### config.mk
export PLATFORM = sky130hd
export DESIGN_NAME = tick_sequencer
export DESIGN_NICKNAME = d
export VERILOG_FILES = /design/src/rtl/tick_sequencer.sv
export SDC_FILE = /design/constraint.sdc
export NUM_CORES = 1
export LEC_CHECK = 0
export CAP_MARGIN = 15
export CORE_MARGIN = 2
export CORE_UTILIZATION = 50
export DETAILED_ROUTE_END_ITERATION = 8
export GPL_TIMING_DRIVEN = 0
export PLACE_DENSITY = 0.81
export SKIP_LAST_GASP = 1
export SLEW_MARGIN = 20
export SYNTH_ARGS = -nofsm -noshare
export SYNTH_HDL_FRONTEND = slang
export SYNTH_SLANG_ARGS = --single-unit
### constraint.sdc
create_clock -name clk -period 2.96 [get_ports clk]
set_input_delay 0.592 -clock clk [delete_from_list [all_inputs] [get_ports clk]]
set_output_delay 0.592 -clock clk [all_outputs]
set_load 0.01 [all_outputs]
### src/rtl/tick_sequencer.sv
// rtl/tick_sequencer.sv - programmable modulo tick generator with staged divide reload
// Continuous or one-shot tick every div_q cycles; divide updates in RUN wait for the next wrap.
module tick_sequencer #(
  parameter int          W       = 16,
  parameter int unsigned DEF_DIV = 33
) (
  input  logic         clk,
  input  logic         rst,
  input  logic         start,
  input  logic         start_oneshot,
  input  logic         stop,
  input  logic         cfg_valid,
  input  logic [W-1:0] cfg_div,
  output logic         cfg_ready,
  output logic         tick,
  output logic         busy,
  output logic [W-1:0] count,
  output logic         err
);

  localparam logic [0:0] S_IDLE = 1'b0;
  localparam logic [0:0] S_RUN  = 1'b1;

  logic [0:0]   state_q, state_d;
  logic [W-1:0] count_q, count_d;
  logic [W-1:0] div_q, div_d;
  logic [W-1:0] shadow_q, shadow_d;
  logic         pend_q, pend_d;
  logic         oneshot_q, oneshot_d;
  logic         tick_q, tick_d;
  logic         busy_q, busy_d;
  logic         err_q, err_d;

  logic accept;
  logic cfg_nz;
  logic last;

  assign accept = cfg_valid & ~pend_q;
  assign cfg_nz = accept & (cfg_div != '0);
  // div_q is never 0, so div_q-1 cannot underflow.
  assign last   = (count_q == div_q - W'(1));

  always_comb begin
    state_d   = state_q;
    count_d   = count_q;
    div_d     = div_q;
    shadow_d  = shadow_q;
    pend_d    = pend_q;
    oneshot_d = oneshot_q;
    tick_d    = 1'b0;
    err_d     = accept & (cfg_div == '0);
    case (state_q)
      S_IDLE: begin
        count_d = '0;
        if (cfg_nz) div_d = cfg_div;
        if (start && !stop) begin
          state_d   = S_RUN;
          oneshot_d = start_oneshot;
        end
      end
      S_RUN: begin
        if (stop) begin
          state_d = S_IDLE;
          count_d = '0;
          pend_d  = 1'b0;
          if (cfg_nz) div_d = cfg_div;
          else if (pend_q) div_d = shadow_q;
        end else if (last) begin
          count_d = '0;
          tick_d  = 1'b1;
          pend_d  = 1'b0;
          if (pend_q) div_d = shadow_q;
          if (oneshot_q) begin
            state_d = S_IDLE;
            if (cfg_nz) div_d = cfg_div;
          end else if (cfg_nz) begin
            // Accepted on the wrap edge: governs the period after next.
            shadow_d = cfg_div;
            pend_d   = 1'b1;
          end
        end else begin
          count_d = count_q + W'(1);
          if (cfg_nz) begin
            shadow_d = cfg_div;
            pend_d   = 1'b1;
          end
        end
      end
      default: state_d = S_IDLE;
    endcase
    busy_d = (state_d == S_RUN);
  end

  always_ff @(posedge clk) begin
    if (rst) begin
      state_q   <= S_IDLE;
      count_q   <= '0;
      div_q     <= W'(DEF_DIV);
      shadow_q  <= '0;
      pend_q    <= 1'b0;
      oneshot_q <= 1'b0;
      tick_q    <= 1'b0;
      busy_q    <= 1'b0;
      err_q     <= 1'b0;
    end else begin
      state_q   <= state_d;
      count_q   <= count_d;
      div_q     <= div_d;
      shadow_q  <= shadow_d;
      pend_q    <= pend_d;
      oneshot_q <= oneshot_d;
      tick_q    <= tick_d;
      busy_q    <= busy_d;
      err_q     <= err_d;
    end
  end

  assign cfg_ready = ~pend_q;
  assign tick      = tick_q;
  assign busy      = busy_q;
  assign count     = count_q;
  assign err       = err_q;

endmodule

==> flow_summary_export.csv <==
group,metric,value,unit
placement,portBuffers,40,
global_route,grt_use_met2,0.440,
sta,period_minus_slack,3020,ps
floorplan,pin_count,42,
setup_path,path_max_fanout,9,
yosys,synth_area,3370,um2
setup_path,endpoint_kind,"flop",
routing,drtPass1Iterations,5,
routing,first_iter_violations,167,
final_layout,nets,480,
status,status,"finished, violations left",
power,p_leak,1.44,nW
sta,skew,5.49,ps
clocking,insertion_delay,320,ps
yosys,syn-num-nets,424,
clocking,numCtsBuffers,5,
floorplan,dieArea,7420,um2
setup_path,cp-start-kind,"flop",
yosys,synthArstFlopShare,0,
routing,wl,9220,um
floorplan,die_w,86.1,um
sta,hold_viol,0,
sta,period_share,1.02,
sta,finalSetupViolCount,12,
setup_path,reg2reg_to,"div_q[14]",
global_route,grt-ovfl-total,0,
yosys,netlist_instances,400,
routing,drc,0,
power,ir_worst_vdd,0.204,mV
floorplan,die_height,86.1,um
hold_path,min_to,"shadow_q[11]",
routing,viasPerCell,5.93,
clocking,root_buffer,"clkbuf_8",
routing,wl_per_cell,17.3,um
global_route,grt_max_degree,18,
sta,tightest_slew,725,ps
yosys,synth_area_leader_cell,"dfxtp_1",
yosys,synth.top_cell.area_share,0.315,
power,powerDensity,412,nW/um2
final_layout,final_util,0.646,
setup_path,critPathKind,"reg2reg",
floorplan,row_count,29,
hold_path,holdPathStages,2,
setup_path,rr_startpoint,"div_q[0]",
placement,placed_cell_area,3870,um2
clocking,path_clk_slew,100,ps
global_route,grt_pass1_vias,3156,
hold_path,hp-start,"shadow_q[11]",
global_route,grtUsageTotal,0.254,
flow_run,cap_violations,0,
placement,place_congestion,0.895,
final_layout,drive_gt1_frac,0.158,
setup_path,arrival,3240,ps
final_layout,nFillCells,542,
sta,setup_ws,-62.1,ps
clocking,tritoncts,"built",
clocking,htree_levels,2,
floorplan,design.core.area,6420,um2
yosys,synth_area_leaders,"dfxtp_1, mux2i_1, nand2_1",
global_route,use_met3,0.0520,
final_layout,area_delta_synth_final,23.1,%
sta,relSlewSlack,0.517,
yosys,yosys_warnings,0,
sta,finalMaxSlewViolations,0,
clocking,clk_path_buf_depth,2,
status,violations,"negative setup slack",
setup_path,r2r_slack,-60,ps
yosys,ys.flop_type,"dfxtp_1",
sta,rsz0062_at_grt,"yes",
setup_path,reg2reg_depth,9,
placement,hpwl,6680,um
final_layout,final_area,4150,um2
yosys,yosysSeqAreaShare,0.315,
sta,fmax,331,MHz
yosys,synth_area_per_cell,8.43,um2
setup_path,cp.required,3180,ps
hold_path,min_path_type,"reg2reg",
global_route,busiest_layer,"met2",
routing,ant_nets,0,
routing,vias,3169,
final_layout,diodes,0,
final_layout,multi_input_area,2200,um2
yosys,synth_edf_count,0,
global_route,grt_first_pass_wirelength,15100,um
yosys,yosysMostFrequentCell,"dfxtp_1",
global_route,antenna_found_initial,0,
clocking,cts.sinks,53,
floorplan,start_util,0.525,
final_layout,seqCellArea,1070,um2
global_route,grtUsageMet1,0.309,
yosys,ys_types,60,
yosys,synth_seq_cells,53,
yosys,ys_top_cells_by_count,"dfxtp_1, nand2_1, nor2_1",
-- logic make-up after synthesis --
logic type,after synthesis,synth area share
AOI/OAI and AO/OA,53,0.119
xor gates and xnor gates,31,0.0805
adders and majority gates,2,0.00742
buffers and inverters,36,0.0568
DFF,53,0.315
muxes,46,0.149
and+or+nand+nor,179,0.272
-- flip-flops by register name, summed over array words and instances, names as in the netlist --
signal,cells
pend_q,1
tick,1
count,16
busy,1
err,1
div_q,16
oneshot_q,1
shadow_q,16
-- layer usage --
layer / share of wire / wire length (um)
met2: 0.50 / 4580
met3: 0.057 / 527
met4: 0.024 / 218
met5: 0 / 0
met1: 0.42 / 3890
-- per-stage QoR --
| stage | power (mW) | TNS (ps) | setup slack [ps] | std cells | hold slack (ps) |
|---|---|---|---|---|---|
| after CTS | 1.67 | -1260 | -80.0 | 532 | 467 |
| after global placement | 1.20 | -16610 | -493 | 517 | 444 |
| after floorplan | 1.09 | 0 | 1.10 | 400 | 434 |
| after global routing | 1.79 | -2860 | -124 | 534 | 491 |
| final | 1.71 | -426 | -62.1 | 534 | 465 |
| after detailed placement | 1.21 | -18610 | -552 | 517 | 450 |
-- critical path, stage by stage, from the launching register on --
cell,delay (ps)
dfxtp_2,390
or4_4,590
nor4_2,240
o2111ai_1,170
or3_4,420
or2_1,240
o32a_1,300
buf_6,140
clkbuf_16,150
mux2_4,280
-- cell type report --
type | instances | share of cell area
multi-input combinational | 311 | 0.530
sequential | 53 | 0.258
timing repair buffer | 53 | 0.127
buffer | 23 | 0.0320
tap | 77 | 0.0232
clock buffer | 5 | 0.0166
inverter | 9 | 0.00814
clock inverter | 3 | 0.00513
-- cells in the final DEF (no fill, tap or decap), types with 4 or more instances in the layout --
cell type and instances:
nand2_1 48, dfxtp_1 48, nor2_1 46, clkdlybuf4s50_1 40, mux2i_1 33, xor2_1 18, nor2b_1 15, a211oi_1 15
clkbuf_1 14, xnor2_1 13, buf_4 13, nand3_1 12, inv_1 8, nor3_1 8, nand4_1 7, mux2_4 7
nor4_1 6, mux2_2 6, a21oi_1 5, clkbuf_8 5, a31oi_1 4, nor4_2 4, and3_1 4, dfxtp_2 4
-- power breakdown --
part	switching, mW	internal [mW]	total, mW
logic	0.247	0.234	0.481
registers	0.0444	0.744	0.789
clock network	0.273	0.169	0.442
total	0.565	1.15	1.71
-- how the worst max path moves through the flow --
stage | start | end | slack (ps) | cells after the start
final | div_q[0] | div_q[14] | -60 | 9
after global routing | div_q[7] | div_q[14] | -120 | 9
after CTS | div_q[2] | shadow_q[14] | -80 | 9
after detailed placement | div_q[1] | shadow_q[6] | -550 | 12
after global placement | div_q[1] | count[15] | -490 | 12
after floorplan | div_q[0] | div_q[12] | 1 | 11
-- what timing repair did --
action / in CTS / in global routing
endpoints found under the setup margin: 49 / 44
cloned: 0 / 1
hold buffers: 0 / 0
pin swaps: 4 / 0
gates resized for setup: 16 / 16
buffers inserted: 9 / 3
No activity file was read; power rests on OpenSTA's default activity.
